$ cat src/rtl/muldiv_pkg.sv
// Shared definitions for the iterative multiply/divide unit: op codes (RV funct3)
// and small decode helpers.
package muldiv_pkg;

    localparam int unsigned MD_OP_WIDTH = 3;

    typedef enum logic [MD_OP_WIDTH-1:0] {
        MdMul    = 3'd0,
        MdMulh   = 3'd1,
        MdMulhsu = 3'd2,
        MdMulhu  = 3'd3,
        MdDiv    = 3'd4,
        MdDivu   = 3'd5,
        MdRem    = 3'd6,
        MdRemu   = 3'd7
    } md_op_e;

    function automatic logic op_is_div(input md_op_e op);
        return op[2];
    endfunction

    // MUL low half is sign-agnostic, so it is computed as unsigned.
    function automatic logic op_a_signed(input md_op_e op);
        return (op == MdMulh) || (op == MdMulhsu) || (op == MdDiv) || (op == MdRem);
    endfunction

    function automatic logic op_b_signed(input md_op_e op);
        return (op == MdMulh) || (op == MdDiv) || (op == MdRem);
    endfunction

endpackage

$ cat src/rtl/muldiv_step.sv
// One iteration of the unsigned datapath: shift-add multiply (acc:lo shifts right)
// or restoring divide (acc:lo shifts left, quotient bits enter at lo[0]).
module muldiv_step #(
    parameter int unsigned DWIDTH = 32,
    parameter int unsigned CNT_W  = 6
) (
    input  logic              is_div,
    input  logic [DWIDTH-1:0] acc,
    input  logic [DWIDTH-1:0] lo,
    input  logic [DWIDTH-1:0] operand,
    input  logic [CNT_W-1:0]  cnt,
    output logic [DWIDTH-1:0] acc_next,
    output logic [DWIDTH-1:0] lo_next,
    output logic [CNT_W-1:0]  cnt_next
);

    logic [DWIDTH:0]   sum;
    logic [DWIDTH:0]   shifted;
    logic [DWIDTH-1:0] diff;
    logic              fits;

    always_comb begin
        sum      = {1'b0, acc} + (lo[0] ? {1'b0, operand} : '0);
        shifted  = {acc, lo[DWIDTH-1]};
        fits     = shifted >= {1'b0, operand};
        // Partial remainder is always below the divisor, so the low bits suffice.
        diff     = shifted[DWIDTH-1:0] - operand;
        cnt_next = cnt + CNT_W'(1);
        if (is_div) begin
            acc_next = fits ? diff : shifted[DWIDTH-1:0];
            lo_next  = {lo[DWIDTH-2:0], fits};
        end else begin
            acc_next = sum[DWIDTH:1];
            lo_next  = {sum[0], lo[DWIDTH-1:1]};
        end
    end

endmodule

$ cat src/rtl/muldiv_unit.sv
// Iterative RV32M-style multiply/divide unit: one bit per cycle on operand magnitudes,
// sign fixup in a final cycle, result held until accepted.
module muldiv_unit
    import muldiv_pkg::*;
#(
    parameter int unsigned DWIDTH = 32
) (
    input  logic                   clk,
    input  logic                   rst_n,
    input  logic                   flush,
    input  logic                   in_valid,
    output logic                   in_ready,
    input  logic [MD_OP_WIDTH-1:0] op,
    input  logic [DWIDTH-1:0]      a,
    input  logic [DWIDTH-1:0]      b,
    output logic                   out_valid,
    input  logic                   out_ready,
    output logic [DWIDTH-1:0]      y
);

    localparam int unsigned CNT_W = $clog2(DWIDTH) + 1;
    localparam logic [DWIDTH-1:0] MinVal = {1'b1, {(DWIDTH-1){1'b0}}};

    typedef enum logic [1:0] {StIdle, StCalc, StFix, StDone} state_e;

    state_e            state_q, state_d;
    logic [CNT_W-1:0]  cnt_q, cnt_d;
    md_op_e            op_q, op_d;
    logic [DWIDTH-1:0] acc_q, acc_d;
    logic [DWIDTH-1:0] lo_q, lo_d;
    logic [DWIDTH-1:0] opnd_q, opnd_d;
    logic              neg_res_q, neg_res_d;
    logic              neg_rem_q, neg_rem_d;
    logic [DWIDTH-1:0] y_q, y_d;

    logic [DWIDTH-1:0] acc_step, lo_step;
    logic [CNT_W-1:0]  cnt_step;

    md_op_e              op_in;
    logic                a_sgn, b_sgn, in_div, div_zero, div_ovf;
    logic [DWIDTH-1:0]   a_mag, b_mag;
    logic [2*DWIDTH-1:0] prod, prod_fix;
    logic [DWIDTH-1:0]   quot_fix, rem_fix;

    muldiv_step #(
        .DWIDTH (DWIDTH),
        .CNT_W  (CNT_W)
    ) u_step (
        .is_div   (op_is_div(op_q)),
        .acc      (acc_q),
        .lo       (lo_q),
        .operand  (opnd_q),
        .cnt      (cnt_q),
        .acc_next (acc_step),
        .lo_next  (lo_step),
        .cnt_next (cnt_step)
    );

    assign in_ready  = (state_q == StIdle);
    assign out_valid = (state_q == StDone);
    assign y         = y_q;

    // Operand decode at the accept edge.
    always_comb begin
        op_in    = md_op_e'(op);
        in_div   = op_is_div(op_in);
        a_sgn    = op_a_signed(op_in) & a[DWIDTH-1];
        b_sgn    = op_b_signed(op_in) & b[DWIDTH-1];
        a_mag    = a_sgn ? -a : a;
        b_mag    = b_sgn ? -b : b;
        div_zero = in_div && (b == '0);
        div_ovf  = ((op_in == MdDiv) || (op_in == MdRem)) && (a == MinVal) && (b == '1);
    end

    // Sign fixup of the finished magnitudes.
    always_comb begin
        prod     = {acc_q, lo_q};
        prod_fix = neg_res_q ? -prod : prod;
        quot_fix = neg_res_q ? -lo_q : lo_q;
        rem_fix  = neg_rem_q ? -acc_q : acc_q;
    end

    always_comb begin
        state_d   = state_q;
        cnt_d     = cnt_q;
        op_d      = op_q;
        acc_d     = acc_q;
        lo_d      = lo_q;
        opnd_d    = opnd_q;
        neg_res_d = neg_res_q;
        neg_rem_d = neg_rem_q;
        y_d       = y_q;
        if (flush) begin
            state_d = StIdle;
        end else begin
            unique case (state_q)
                StIdle: begin
                    if (in_valid) begin
                        op_d      = op_in;
                        neg_res_d = a_sgn ^ b_sgn;
                        neg_rem_d = a_sgn;
                        cnt_d     = '0;
                        acc_d     = '0;
                        lo_d      = in_div ? a_mag : b_mag;
                        opnd_d    = in_div ? b_mag : a_mag;
                        if (div_zero) begin
                            y_d     = op_in[1] ? a : '1;
                            state_d = StDone;
                        end else if (div_ovf) begin
                            y_d     = op_in[1] ? '0 : a;
                            state_d = StDone;
                        end else begin
                            state_d = StCalc;
                        end
                    end
                end
                StCalc: begin
                    acc_d = acc_step;
                    lo_d  = lo_step;
                    cnt_d = cnt_step;
                    if (cnt_q == CNT_W'(DWIDTH - 1)) begin
                        state_d = StFix;
                    end
                end
                StFix: begin
                    unique case (op_q)
                        MdMul:                    y_d = prod_fix[DWIDTH-1:0];
                        MdMulh, MdMulhsu, MdMulhu: y_d = prod_fix[2*DWIDTH-1:DWIDTH];
                        MdDiv, MdDivu:            y_d = quot_fix;
                        MdRem, MdRemu:            y_d = rem_fix;
                        default:                  y_d = y_q;
                    endcase
                    state_d = StDone;
                end
                StDone: begin
                    if (out_ready) begin
                        state_d = StIdle;
                    end
                end
                default: state_d = StIdle;
            endcase
        end
    end

    always_ff @(posedge clk or negedge rst_n) begin
        if (!rst_n) begin
            state_q   <= StIdle;
            cnt_q     <= '0;
            op_q      <= MdMul;
            acc_q     <= '0;
            lo_q      <= '0;
            opnd_q    <= '0;
            neg_res_q <= 1'b0;
            neg_rem_q <= 1'b0;
            y_q       <= '0;
        end else begin
            state_q   <= state_d;
            cnt_q     <= cnt_d;
            op_q      <= op_d;
            acc_q     <= acc_d;
            lo_q      <= lo_d;
            opnd_q    <= opnd_d;
            neg_res_q <= neg_res_d;
            neg_rem_q <= neg_rem_d;
            y_q       <= y_d;
        end
    end

endmodule

$ cat config.mk
export PLATFORM = sky130hd
export DESIGN_NAME = muldiv_unit
export DESIGN_NICKNAME = d
export VERILOG_FILES = /design/src/rtl/muldiv_pkg.sv /design/src/rtl/muldiv_step.sv /design/src/rtl/muldiv_unit.sv
export SDC_FILE = /design/constraint.sdc
export NUM_CORES = 1
export LEC_CHECK = 0
export BUFFER_PORTS_ARGS = -buffer_cell sky130_fd_sc_hd__buf_2
export CORE_ASPECT_RATIO = 0.9
export CORE_UTILIZATION = 40
export CTS_BUF_LIST = sky130_fd_sc_hd__clkbuf_16
export DETAILED_ROUTE_END_ITERATION = 16
export PLACE_DENSITY = 0.61
export SYNTH_ARGS = -nofsm -noshare
export SYNTH_HDL_FRONTEND = slang
export SYNTH_SLANG_ARGS = --single-unit
$ cat constraint.sdc
create_clock -name clk -period 3.32 [get_ports clk]
set_input_delay 0.664 -clock clk [delete_from_list [all_inputs] [get_ports clk]]
set_output_delay 0.664 -clock clk [all_outputs]
set_load 0.01 [all_outputs]
==> impl_metrics.tcl <==
set metrics [dict create \
    synthMostInstantiatedCell "nor2_1" \
    ctsHtreeMaxLevel 4 \
    startpoint_type "register" \
    final_core_util 0.500 \
    synth.net_count 2200 \
    syn_avg_cell_area_um2 7.44 \
    path_buf_inv 4 \
    clk_pin_slew_worst_paths_ps 70 \
    cp_max_fo 4 \
    grt_busiest_layer "met2" \
    dr.first_iter.drc_count 1883 \
    synth_cell_type_count 89 \
    numCtsBuffers 17 \
    placed_cell_area_mm2 0.0177 \
    drtPass1Iterations 6 \
    syn2layout_area_growth_pct 22.3 \
    fp.dieW_um 208 \
    rsz0062_at_grt "true" \
    crit_arrival_ps 3550 \
    fin_cells 2783 \
    grt_use_total 0.325 \
    ios 106 \
    syn_area_mm2 0.0153 \
    crit_type "reg -> reg" \
    synth-edff-count 0 \
    irDropWorstVdd_v 0.000513 \
    ant_nets 0 \
    max-cap-violations 0 \
    crit_chain "and2_4 > ha_4 > inv_1 > fa_1 > nand2b_4 > a21oi_2 > a211oi_2 > buf_4 > o21ai_1 > buf_4 > o2bb2ai_1 > buf_4 > a21bo_4 > a31oi_4 > xnor2_1 > a221o_1" \
    cts_buffer_depth 2 \
    setup-violations-final 0 \
    post_drt_wl_per_cell_um 23.1 \
    setup-tns-final_ps 0 \
    num_rows 67 \
    met1_usage 0.480 \
    gr-total-overflow 0 \
    drcViolationCount 0 \
    cts_sinks 141 \
    endpoint_kind "register" \
    use_met3 0.0534 \
    hpwl_mm 50.7 \
    final_cell_area_mm2 0.0187 \
    clk_latency_ps 460 \
    synth-main-ff-cell "dfrtp_1" \
    crit_family "compound AO/OA/AOI/OAI gates" \
    grt_pass1_vias 15800 \
    hold_class "in -> async" \
    async_flop_share 1.00 \
    hold_buffers 0 \
    maxSlewHeadroom 0.322 \
    ys.warnings.count 0 \
    synth_top_area_cell "dfrtp_1" \
    synth_common_cells "nor2_1 (215), a21oi_1 (205), nand2_1 (195)" \
    grt_pass1_wl_mm 97.0 \
    die_y_um 187 \
    ys_ff_latch 141 \
    critPathMaxStageDelay_ps 440 \
    io_buffers 105 \
    dieArea_mm2 0.0390 \
    leakage_nw 8.29 \
    antenna_found_initial 1 \
    cpMaxStageDelayCell "dfrtp_1" \
    grt.met2_usage 0.486 \
    core_mm2 0.0374 \
    run_status "complete, no violations" \
    fin_crit_sh 0.968 \
    grt_max_degree 120 \
    post_drt_via_cell_ratio 6.13 \
    slew_viol_final 0 \
    layout-drive-gt1-share 0.220 \
    root_buffer "clkbuf_16" \
    tightest_slew_ps 1020 \
    cts_tree "done" \
    crit_top_cell "buf_4" \
    power_mw 20.3 \
    start_util 0.408 \
    synthCells 2052 \
    yosys-top-cells-area "dfrtp_1 (23%), a21oi_1 (6.7%), ha_1 (6.1%)" \
    max_freq_ghz 0.311 \
    clock_skew_ps 17.0 \
    worstPathRequired_ps 3660 \
    place_congestion 1.03 \
    drt-total-wl_mm 64.2 \
    nFillCells 3752 \
    ys_seq_area_frac 0.231 \
    period_needed_ps 3210 \
    power_density_mw_per_mm2 1090 \
    num_vias 17100 \
    hold_violations 0 \
    final_nets 2434 \
    synth_top_cell_area_share 0.231 \
    dp_cells 2743 \
]
[sequential cells by signal (all words and copies together) (netlist names)]
| signal | cells |
|---|---|
| neg_res_q | 1 |
| op_q | 3 |
| neg_rem_q | 1 |
| y | 32 |
| state_q | 2 |
| acc_q | 32 |
| cnt_q | 6 |
| opnd_q | 32 |
| lo_q | 32 |
[per-stage QoR]
| step | worst slack (ps) | hold WS (ps) |
|---|---|---|
| global placement | -308 | 456 |
| CTS | 22.1 | 109 |
| detailed placement | -288 | 460 |
| global route | -16.6 | 124 |
| finish | 106 | 98.4 |
| floorplan | 124 | 368 |
[routing by layer]
layer | wire, um | vias up
li1 | - | 7924
met1 | 29300 | 8263
met2 | 27100 | 793
met3 | 6180 | 85
met4 | 1570 | 0
met5 | 0 | -
[power breakdown]
group          internal, mW  switching, mW
sequential             2.47          0.897
clock                  1.17          0.978
combinational          5.97           8.86
total                  9.60           10.7
[kinds of logic (layout without fill, tap and decap cells)]
family,Yosys count,in the layout,synth area share
AND/OR/NAND/NOR,673,673,0.211
other,0,1,0
XOR/XNOR,186,186,0.107
buffers and inverters,215,462,0.0561
adder cells (fa/ha/maj),97,97,0.0770
AO/OA/AOI/OAI,683,683,0.278
flip-flops,141,141,0.231
multiplexers,57,57,0.0402
[cell type report]
class / count / area [um2] / area share
Clock buffer: 17 / 425 / 0.0228
Sequential cell: 141 / 3530 / 0.189
Multi-Input combinational cell: 1696 / 11100 / 0.595
Inverter: 74 / 283 / 0.0151
Tap cell: 483 / 604 / 0.0323
Timing Repair Buffer: 356 / 2510 / 0.134
Antenna cell: 1 / 2.50 / 0.000134
Clock inverter: 15 / 216 / 0.0116
[cells in the final DEF (no fill, tap or decap), drive strengths merged, types with 14 or more instances in the layout]
cell / Yosys / routed
buf: 29 / 355
nor2: 216 / 216
a21oi: 207 / 207
o21ai: 197 / 197
nand2: 196 / 196
dfrtp: 141 / 141
xor2: 96 / 96
xnor2: 90 / 90
inv: 72 / 79
ha: 74 / 74
nand3: 42 / 42
a211oi: 37 / 37
mux2: 35 / 35
a21o: 35 / 35
nand4: 34 / 34
nor3: 34 / 34
o31ai: 33 / 33
or3: 26 / 26
o22ai: 24 / 24
mux2i: 22 / 22
maj3: 21 / 21
o211ai: 20 / 20
nor4: 20 / 20
clkbuf: 112 / 18
a31oi: 17 / 17
or4: 17 / 17
and3: 16 / 16
a22oi: 16 / 16
nand2b: 16 / 16
o221ai: 15 / 15
or2: 14 / 14
o41ai: 14 / 14
[timing repair]
| action | CTS | global route |
|---|---|---|
| setup endpoints to repair | 6 | 25 |
| pin swaps | 1 | 13 |
| cloned | 0 | 1 |
| gates resized for setup | 12 | 40 |
| buffers inserted | 0 | 6 |
[worst register-to-register path: stages (launching register included)]
cell	delay, ps
dfrtp_1	440
and2_4	190
ha_4	150
inv_1	50
fa_1	390
nand2b_4	160
a21oi_2	160
a211oi_2	50
buf_4	150
o21ai_1	150
buf_4	160
o2bb2ai_1	150
buf_4	180
a21bo_4	160
a31oi_4	90
xnor2_1	150
a221o_1	330
[final timing paths]
path | slack, ps | depth (start not counted) | startpoint | to
worst max-delay path | 110 | 16 | lo_q[0] | acc_q[29]
worst min-delay path | 100 | 1 | rst_n | y[9]
worst max register to register | 110 | 16 | lo_q[0] | acc_q[29]
worst min register to register | 470 | 2 | y[24] | y[24]
max in group asynchronous | 2430 | 2 | rst_n | opnd_q[8]
min in group clk | 470 | 2 | flush | state_q[0]
Power figures use the tool's default switching activity.
